`src/rtl/encoder_pkg.sv`:
```
// Shared types and helpers for the hex-display value controller.
package encoder_pkg;
  localparam int unsigned VALUE_W = 24;

  typedef enum logic [1:0] {IDLE, COUNT, FIRED} enc_state_t;

  typedef struct packed {
    logic valid;
    logic up;
  } req_t;

  // Result bit VALUE_W is the carry (add) or borrow (subtract).
  function automatic logic [VALUE_W:0] step_value(input logic [VALUE_W-1:0] v,
                                                  input logic [VALUE_W-1:0] step,
                                                  input logic up);
    return up ? ({1'b0, v} + {1'b0, step}) : ({1'b0, v} - {1'b0, step});
  endfunction
endpackage

```
`src/rtl/encoder_value_ctrl_if.sv`:
```
// Encoder/clear inputs and value/update outputs of the value controller.
interface encoder_value_ctrl_if;
  import encoder_pkg::*;

  logic               tick;
  logic [1:0]         enc_a;
  logic [1:0]         enc_b;
  logic               clr_sw;
  logic [VALUE_W-1:0] value;
  logic               upd;
  logic               wrap;

  modport master (output tick, enc_a, enc_b, clr_sw, input value, upd, wrap);
  modport slave  (input tick, enc_a, enc_b, clr_sw, output value, upd, wrap);
endinterface

```
`src/rtl/enc_debounce.sv`:
```
// One input channel: 2-flop synchronizers, tick-driven debounce FSM, one request per activation.
module enc_debounce
  import encoder_pkg::*;
#(
  parameter int unsigned DEBOUNCE_TICKS = 10,
  parameter logic        ACTIVE_LVL     = 1'b0
) (
  input  logic clk,
  input  logic rst_n,
  input  logic tick,
  input  logic a_async,
  input  logic b_async,
  output req_t req
);
  localparam int unsigned CW = $clog2(DEBOUNCE_TICKS + 1);

  logic [1:0]    a_sync, b_sync;
  enc_state_t    state, state_n;
  logic [CW-1:0] cnt, cnt_n;
  logic          a_on;

  assign a_on = (a_sync[1] == ACTIVE_LVL);

  always_ff @(posedge clk) begin
    if (!rst_n) begin
      a_sync <= {2{~ACTIVE_LVL}};
      b_sync <= '0;
      state  <= IDLE;
      cnt    <= '0;
    end else begin
      a_sync <= {a_sync[0], a_async};
      b_sync <= {b_sync[0], b_async};
      state  <= state_n;
      cnt    <= cnt_n;
    end
  end

  // The tick that brings the counter to DEBOUNCE_TICKS fires; B is sampled on that tick.
  always_comb begin
    state_n = state;
    cnt_n   = cnt;
    req     = '0;
    if (tick) begin
      unique case (state)
        IDLE: begin
          if (a_on) begin
            cnt_n   = CW'(1);
            state_n = COUNT;
          end
        end
        COUNT: begin
          if (a_on) cnt_n = cnt + CW'(1);
          else begin
            cnt_n   = '0;
            state_n = IDLE;
          end
        end
        FIRED: begin
          if (!a_on) begin
            cnt_n   = '0;
            state_n = IDLE;
          end
        end
        default: begin
          cnt_n   = '0;
          state_n = IDLE;
        end
      endcase
      if (state != FIRED && a_on && cnt_n == CW'(DEBOUNCE_TICKS)) begin
        req.valid = 1'b1;
        req.up    = b_sync[1];
        state_n   = FIRED;
      end
    end
  end
endmodule

```
`src/rtl/encoder_value_ctrl.sv`:
```
// Debounces two encoders and a clear switch, arbitrates requests into the 24-bit display value.
module encoder_value_ctrl
  import encoder_pkg::*;
#(
  parameter int unsigned        DEBOUNCE_TICKS = 10,
  parameter logic [VALUE_W-1:0] STEP0          = 24'h000001,
  parameter logic [VALUE_W-1:0] STEP1          = 24'h000100
) (
  input  logic clk,
  input  logic rst_n,
  encoder_value_ctrl_if.slave bus
);
  req_t req0, req1, req_clr;
  logic unused_clr_dir;

  logic               pend_clr, pend0, pend1, dir0, dir1;
  logic               pend_clr_n, pend0_n, pend1_n, dir0_n, dir1_n;
  logic [VALUE_W-1:0] value, value_n;
  logic               upd, upd_n, wrap, wrap_n;
  logic [VALUE_W:0]   res;

  enc_debounce #(.DEBOUNCE_TICKS(DEBOUNCE_TICKS), .ACTIVE_LVL(1'b0)) u_ch0 (
    .clk(clk), .rst_n(rst_n), .tick(bus.tick),
    .a_async(bus.enc_a[0]), .b_async(bus.enc_b[0]), .req(req0));

  enc_debounce #(.DEBOUNCE_TICKS(DEBOUNCE_TICKS), .ACTIVE_LVL(1'b0)) u_ch1 (
    .clk(clk), .rst_n(rst_n), .tick(bus.tick),
    .a_async(bus.enc_a[1]), .b_async(bus.enc_b[1]), .req(req1));

  enc_debounce #(.DEBOUNCE_TICKS(DEBOUNCE_TICKS), .ACTIVE_LVL(1'b1)) u_clr (
    .clk(clk), .rst_n(rst_n), .tick(bus.tick),
    .a_async(bus.clr_sw), .b_async(1'b0), .req(req_clr));

  assign unused_clr_dir = req_clr.up;

  always_comb begin
    value_n    = value;
    upd_n      = 1'b0;
    wrap_n     = 1'b0;
    pend_clr_n = pend_clr;
    pend0_n    = pend0;
    pend1_n    = pend1;
    dir0_n     = dir0;
    dir1_n     = dir1;
    res        = '0;
    if (pend_clr) begin
      value_n    = '0;
      upd_n      = 1'b1;
      pend_clr_n = 1'b0;
      pend0_n    = 1'b0;
      pend1_n    = 1'b0;
    end else if (pend0) begin
      res     = step_value(value, STEP0, dir0);
      value_n = res[VALUE_W-1:0];
      upd_n   = 1'b1;
      wrap_n  = res[VALUE_W];
      pend0_n = 1'b0;
    end else if (pend1) begin
      res     = step_value(value, STEP1, dir1);
      value_n = res[VALUE_W-1:0];
      upd_n   = 1'b1;
      wrap_n  = res[VALUE_W];
      pend1_n = 1'b0;
    end
    // Freshly raised requests win over the drain of the same cycle.
    if (req_clr.valid) pend_clr_n = 1'b1;
    if (req0.valid) begin
      pend0_n = 1'b1;
      dir0_n  = req0.up;
    end
    if (req1.valid) begin
      pend1_n = 1'b1;
      dir1_n  = req1.up;
    end
  end

  always_ff @(posedge clk) begin
    if (!rst_n) begin
      value    <= '0;
      upd      <= 1'b0;
      wrap     <= 1'b0;
      pend_clr <= 1'b0;
      pend0    <= 1'b0;
      pend1    <= 1'b0;
      dir0     <= 1'b0;
      dir1     <= 1'b0;
    end else begin
      value    <= value_n;
      upd      <= upd_n;
      wrap     <= wrap_n;
      pend_clr <= pend_clr_n;
      pend0    <= pend0_n;
      pend1    <= pend1_n;
      dir0     <= dir0_n;
      dir1     <= dir1_n;
    end
  end

  assign bus.value = value;
  assign bus.upd   = upd;
  assign bus.wrap  = wrap;
endmodule

```
`src/flat_wrapper.sv`:
```
// flat-port wrapper written by rule: the top's interface ports become plain ports
module encoder_value_ctrl_flat import encoder_pkg::*;
#(
  parameter int unsigned        DEBOUNCE_TICKS = 10,
  parameter logic [VALUE_W-1:0] STEP0          = 24'h000001,
  parameter logic [VALUE_W-1:0] STEP1          = 24'h000100
)
  (clk, rst_n, bus_tick, bus_enc_a, bus_enc_b, bus_clr_sw, bus_value, bus_upd, bus_wrap);
  encoder_value_ctrl_if bus_i ();
  input  logic clk;
  input  logic rst_n;
  input wire logic [$bits(bus_i.tick)-1:0] bus_tick;
  input wire logic [$bits(bus_i.enc_a)-1:0] bus_enc_a;
  input wire logic [$bits(bus_i.enc_b)-1:0] bus_enc_b;
  input wire logic [$bits(bus_i.clr_sw)-1:0] bus_clr_sw;
  output wire logic [$bits(bus_i.value)-1:0] bus_value;
  output wire logic [$bits(bus_i.upd)-1:0] bus_upd;
  output wire logic [$bits(bus_i.wrap)-1:0] bus_wrap;
  assign bus_i.tick = bus_tick;
  assign bus_i.enc_a = bus_enc_a;
  assign bus_i.enc_b = bus_enc_b;
  assign bus_i.clr_sw = bus_clr_sw;
  assign bus_value = bus_i.value;
  assign bus_upd = bus_i.upd;
  assign bus_wrap = bus_i.wrap;
  encoder_value_ctrl #(.DEBOUNCE_TICKS(DEBOUNCE_TICKS), .STEP0(STEP0), .STEP1(STEP1)) u_core (.clk(clk), .rst_n(rst_n), .bus(bus_i));
endmodule
```
`config.mk`:
```
export PLATFORM = sky130hd
export DESIGN_NAME = encoder_value_ctrl_flat
export DESIGN_NICKNAME = d
export VERILOG_FILES = /design/src/rtl/encoder_pkg.sv /design/src/rtl/encoder_value_ctrl_if.sv /design/src/rtl/enc_debounce.sv /design/src/rtl/encoder_value_ctrl.sv /design/src/flat_wrapper.sv
export SDC_FILE = /design/constraint.sdc
export NUM_CORES = 1
export LEC_CHECK = 0
export BUFFER_PORTS_ARGS = -buffer_cell sky130_fd_sc_hd__buf_2
export CELL_PAD_IN_SITES_DETAIL_PLACEMENT = 1
export CELL_PAD_IN_SITES_GLOBAL_PLACEMENT = 2
export CORE_ASPECT_RATIO = 1.2
export CORE_MARGIN = 1
export CORE_UTILIZATION = 37
export CTS_CLUSTER_SIZE = 12
export DETAILED_ROUTE_END_ITERATION = 12
export GPL_ROUTABILITY_DRIVEN = 0
export MAX_ROUTING_LAYER = met4
export PLACE_DENSITY = 0.87
export SYNTH_ARGS = -nofsm -noshare
export SYNTH_HDL_FRONTEND = slang
export SYNTH_SLANG_ARGS = --single-unit
```
`constraint.sdc`:
```
create_clock -name clk -period 4 [get_ports clk]
set_input_delay 0.8 -clock clk [delete_from_list [all_inputs] [get_ports clk]]
set_output_delay 0.8 -clock clk [all_outputs]
set_load 0.02 [all_outputs]
```
==> qor.yml, run 1 <==
synth:
  syn_nets: 663
  synthCells: 600
  synth_edf_count: 0
  yosysUniqueCellTypes: 64
  synth_area_um2: 4760
  async_reset_ff_share_pct: 0
  synth_top_area_share_pct: 24.8
  ys_seq_area_share_pct: 24.8
  synth_top_cell_by_area: "dfxtp_1"
  syn_area_per_cell_um2: 7.93
  synth_ff_type: "dfxtp_1"
  yosys-top-cells-area: "dfxtp_1 (25%), ha_1 (14%), a21oi_1 (6.9%)"
  synth-warning-count: 0
  synth_seq_cells: 59
cts:
  clk_pin_slew_ps: 60
  cts-buffers-inserted: 9
  cts_sinks: 59
  post_cts_buffers: 0
  holdBufCountCts: 0
  cts_tree: "done"
  clk_path_buf_depth: 2
  h-tree-depth: 3
  clockRootBuffer: "clkbuf_16"
  clk_latency_ps: 340
  cts_resized: 0
drt:
  vias: 4558
  via_per_inst: 5.73
  wl_mm: 13.8
  drt-initial-drc-count: 154
  ant_nets: 0
  wl_per_cell_um: 17.4
  dr.pass1.iters: 4
  drc: 0
global_routing:
  gr-total-overflow: 0
  grt_busiest_layer: "met2"
  grt_pass1_vias: 4794
  grt_antenna_before_repair: 0
  grt_use_total_pct: 22.0
  grt_max_degree: 49
  use_met1_pct: 24.9
  grtUsageMet2_pct: 39.0
  grt_use_met3_pct: 2.28
  grt_first_pass_wirelength_mm: 23.1
setup_path:
  reg2reg_depth: 10
  cp-start-kind: "flop"
  end_kind: "flop"
  worstSetupPathType: "reg -> reg"
  crit_required_ps: 4260
  crit_fanout: 23
  cp.arrival_ps: 3600
cells_and_area:
  syn_to_final_growth_pct: 13.1
  fillers: 1566
  final_common_cell: "a21oi_1"
  drive_above_1_share_pct: 10.6
  nNetsFinal: 690
  antenna_cells: 0
  final_cell_mix: "a21oi_1 (66), nor2_1 (62), dfxtp_1 (58)"
place:
  numPortBuffers: 33
  post-place-ws_ps: 635
  dp_hpwl_mm: 10.3
timing:
  fmax_ghz: 0.299
  final_max_slew_viol_count: 0
  tns_ps: 0
  setup_ws_ps: 659
  period_minus_slack_ps: 3340
  min_period_over_period_pct: 83.5
  fin_skew_ps: 9.01
  slew_headroom_pct: 34.0
  whs_ps: 409
  rsz0062_at_grt: "false"
  final-setup-viol-count: 0
  finalHoldViolations: 0
  worst_pin_slew_ps: 990
floorplan:
  start_util_pct: 37.7
  pin_count: 34
  die_h_um: 126
  coreArea_um2: 12600
  die_w_um: 105
  die_area_um2: 13300
  std_cell_rows: 45
hold_path:
  min_path_cells: 1
  hold_class: "reg -> reg"
power_and_ir_drop:
  vdd_ir_drop_max_v: 0.000227
  finalPower_mw: 1.46
  power_leakage_nw: 2.34
  p_per_area_nw_per_um2: 272
outcome:
  status: "finished, final reports clean"
flow_run:
  cap_viol_max_count: 0
-- final timing paths --
check / from / to / slack (ps)
worst min-delay path: u_core.u_ch0.a_sync[0] / u_core.u_ch0.a_sync[1] / 410
worst max-delay path: u_core.dir0 / u_core.bus.value[18] / 660
worst max register to register: u_core.dir0 / u_core.bus.value[18] / 660
worst min register to register: u_core.u_ch0.a_sync[0] / u_core.u_ch0.a_sync[1] / 410
-- where the power goes --
group,internal (mW),switching (mW)
clock network,0.492,0.319
logic,0.0177,0.0327
registers,0.595,0.00684
total,1.10,0.358
-- flip-flops by register name (all words and copies together) (netlist names), 2 cells and up --
| register | cells |
|---|---|
| u_core.u_ch1.cnt | 4 |
| u_core.u_clr.a_sync | 2 |
| u_core.u_clr.cnt | 4 |
| u_core.u_ch0.cnt | 4 |
| u_core.u_ch0.state | 2 |
| u_core.u_ch0.b_sync | 2 |
| u_core.u_ch1.b_sync | 2 |
| u_core.u_ch0.a_sync | 2 |
| u_core.u_ch1.state | 2 |
| u_core.bus.value | 24 |
| u_core.u_ch1.a_sync | 2 |
| u_core.u_clr.state | 2 |
-- layout make-up --
type	instances	area, um^2	area share [%]
Timing Repair Buffer	37	195	3.63
Tap cell	164	205	3.82
Inverter	23	86.3	1.61
Multi-Input combinational cell	497	3400	63.3
Clock inverter	7	81.3	1.51
Sequential cell	59	1180	22.0
Clock buffer	9	225	4.19
-- stage by stage --
step	area [um^2]	utilization [%]	std cells
final	5380	42.6	796
after global placement	5070	40.2	780
after CTS	5380	42.6	796
after global routing	5380	42.6	796
after floorplan	4760	-	600
after detailed placement	5070	40.2	780
-- synth_stat cells (3+ instances only) --
cell      count
or2_2         3
o211ai_1      4
a211oi_1     15
nand2_1      33
and3_1        5
clkinv_1      3
xnor2_1      14
a32oi_1       3
nor3_1       22
nor2b_1      14
nor2_1       62
a21o_1       13
and2_1        9
and4_1        3
nand4_1       9
xor2_1       11
mux2i_1      18
o21ai_1       4
clkbuf_1     19
o21a_1        4
nand2b_1     13
ha_1         53
o21bai_1      4
inv_1        20
nor4_1        3
o22ai_1       3
nand3_1      13
dfxtp_1      59
a31oi_1      10
a21oi_1      66
nand3b_1      5
o21ai_0      34
a41oi_1       4
-- routing by layer --
layer / share of wire, % / routed length, um / vias up
li1: - / - / 2277
met1: 44 / 6110 / 2208
met2: 52 / 7150 / 49
met3: 1.6 / 223 / 24
met4: 2.6 / 359 / 0
met5: 0 / 0 / -
-- cells by family after synthesis --
family | after synthesis | share of synthesized area, %
AO/OA/AOI/OAI | 192 | 26.0
buffers and inverters | 44 | 3.63
AND/OR/NAND/NOR | 205 | 21.8
XOR/XNOR | 25 | 4.60
adder cells (fa/ha/maj) | 55 | 14.8
multiplexers | 20 | 4.26
flip-flops | 59 | 24.8
-- critical path: stages (launching register included) --
cell,delay (ps)
dfxtp_1,440
inv_1,430
ha_1,550
o21ai_0,140
a211o_1,300
o211ai_1,230
a41oi_1,230
o21bai_2,210
a21oi_1,110
or4b_1,510
o211ai_1,110
Note: power is estimated with default switching activity, not from simulation.
==> run 2: changes to the inputs <==
ABC_AREA = 1   (was unset)
CORE_UTILIZATION = 33   (was 37)
clock period = 3.45 ns   (was 4 ns; I/O delays follow)
==> qor.yml, run 2 <==
synth:
  synth_ff_type: "dfxtp_1"
  async_reset_ff_share_pct: 0
  synth_most_common_cell: "nand2_1"
  synth_edf_count: 0
  synth_area_um2: 5730
  yosysUniqueCellTypes: 40
  syn_area_per_cell_um2: 5.90
  synth-warning-count: 0
  syn_nets: 1034
  synth_seq_cells: 59
  synth_top_cell_by_area: "dfxtp_1"
  ys_seq_area_share_pct: 20.6
  yosys-top-cells-area: "dfxtp_1 (21%), nand2_1 (21%), inv_1 (12%)"
  synth_top_area_share_pct: 20.6
  synthCells: 971
  synth_commonest_cells: "nand2_1 (314), inv_1 (181), nand3_1 (78)"
global_routing:
  grt_pass1_vias: 5997
  grt_first_pass_wirelength_mm: 29.3
  gr-total-overflow: 0
  grt_max_degree: 34
  grt_use_total_pct: 21.4
  grt_antenna_before_repair: 0
cells_and_area:
  largest_register_ffs: 24
  syn_to_final_growth_pct: 11.9
  antenna_cells: 0
  regMostFlops: "u_core.bus.value"
  nNetsFinal: 1066
  final_cell_mix: "nand2_1 (314), inv_1 (181), nand3_1 (78)"
  utilization_pct: 37.9
  fillers: 2338
  drive_above_1_share_pct: 10.3
  final_common_cell: "nand2_1"
floorplan:
  coreArea_um2: 16900
  std_cell_rows: 52
  die_area_um2: 17900
  start_util_pct: 33.9
  die_w_um: 122
  pin_count: 34
  die_h_um: 146
outcome:
  status: "finished, final reports clean"
timing:
  fin_skew_ps: 7.87
  final-setup-viol-count: 0
  tns_ps: 0
  worst_pin_slew_ps: 879
  final_max_slew_viol_count: 0
  period_minus_slack_ps: 2630
  finalHoldViolations: 0
  rsz0062_at_grt: "false"
  setup_ws_ps: 818
  slew_headroom_pct: 41.3
  fmax_ghz: 0.380
  min_period_over_period_pct: 76.3
drt:
  drc: 0
  wl_per_cell_um: 14.2
  ant_nets: 0
  dr.pass1.iters: 5
  wl_mm: 17.3
  drt-initial-drc-count: 203
  vias: 5903
  via_per_inst: 4.82
cts:
  clk_path_buf_depth: 2
  cts_sinks: 59
  clockRootBuffer: "clkbuf_16"
  cts-buffers-inserted: 9
  post_cts_buffers: 0
  clk_latency_ps: 340
  h-tree-depth: 3
  holdBufCountCts: 0
  clk_pin_slew_ps: 60
  cts_resized: 0
  cts_tree: "done"
place:
  numPortBuffers: 33
  post-place-ws_ps: 842
  dp_hpwl_mm: 13.9
power_and_ir_drop:
  power_leakage_nw: 3.57
  vdd_ir_drop_max_v: 0.000318
  p_per_area_nw_per_um2: 272
setup_path:
  end_kind: "flop"
  cp-start-kind: "flop"
  crit_required_ps: 3710
  worstSetupPathType: "reg -> reg"
  cp.arrival_ps: 2900
  crit_fanout: 24
hold_path:
  hold_class: "reg -> reg"
flow_run:
  cap_viol_max_count: 0
==> run 2: final timing paths <==
path,startpoint,endpoint,slack [ps],cells past startpoint
setup / recovery,u_core.dir0,u_core.bus.wrap,820,11
hold / removal,u_core.u_clr.a_sync[0],u_core.u_clr.a_sync[1],410,2
setup reg to reg,u_core.dir0,u_core.bus.wrap,820,11
hold reg to reg,u_core.u_clr.a_sync[0],u_core.u_clr.a_sync[1],410,2
==> run 2: area by class of cell <==
cell class	instances	area [um^2]	share of cell area, %
Sequential cell	59	1180	18.4
Multi-Input combinational cell	712	3770	58.9
Clock inverter	7	82.6	1.29
Inverter	186	698	10.9
Clock buffer	9	225	3.51
Timing Repair Buffer	35	180	2.81
Tap cell	216	270	4.22
==> run 2: where the power goes <==
group | total [mW] | switching [mW] | internal (mW) | leakage [nW]
Combinational | 0.0834 | 0.0547 | 0.0287 | 2.94
Clock | 0.948 | 0.376 | 0.572 | 0.151
Sequential | 0.710 | 0.0144 | 0.695 | 0.479
==> run 2: logic make-up after synthesis <==
logic type,after synthesis,synth area share (%)
buf+inv,200,13.5
xor+xnor,11,1.68
flops,59,20.6
compound gates,117,11.4
fa+ha+maj,55,12.3
simple gates,529,40.5
==> run 2: metrics by stage <==
| step | std cells | area, um^2 | hold WS [ps] | total power, mW |
|---|---|---|---|---|
| 6_report | 1224 | 6410 | 412 | 1.74 |
| 5_1_grt | 1224 | 6410 | 430 | 1.82 |
| 4_1_cts | 1224 | 6410 | 414 | 1.77 |
| 3_5_place_dp | 1208 | 6100 | 399 | 0.808 |
| 3_3_place_gp | 1208 | 6100 | 394 | 0.807 |
| 2_1_floorplan | 971 | 5730 | 390 | 0.785 |
==> run 2: layer usage <==
metal | GRT usage (%) | share of wire (%) | routed length [um] | vias up
li1 | - | - | - | 3108
met1 | 24.9 | 46 | 7900 | 2730
met2 | 37.9 | 51 | 8860 | 46
met3 | 2.54 | 1.6 | 272 | 19
met4 | 6.52 | 1.8 | 313 | 0
met5 | - | 0 | 0 | -
==> run 2: critical path: stages, from the launching register on <==
cell	delay (ps)
dfxtp_1	340
inv_1	650
ha_1	430
nand2_1	150
inv_1	80
nand2_1	70
nand2_1	60
a21oi_1	290
nand3_1	120
nand2_1	70
nand3_1	120
a21oi_1	160
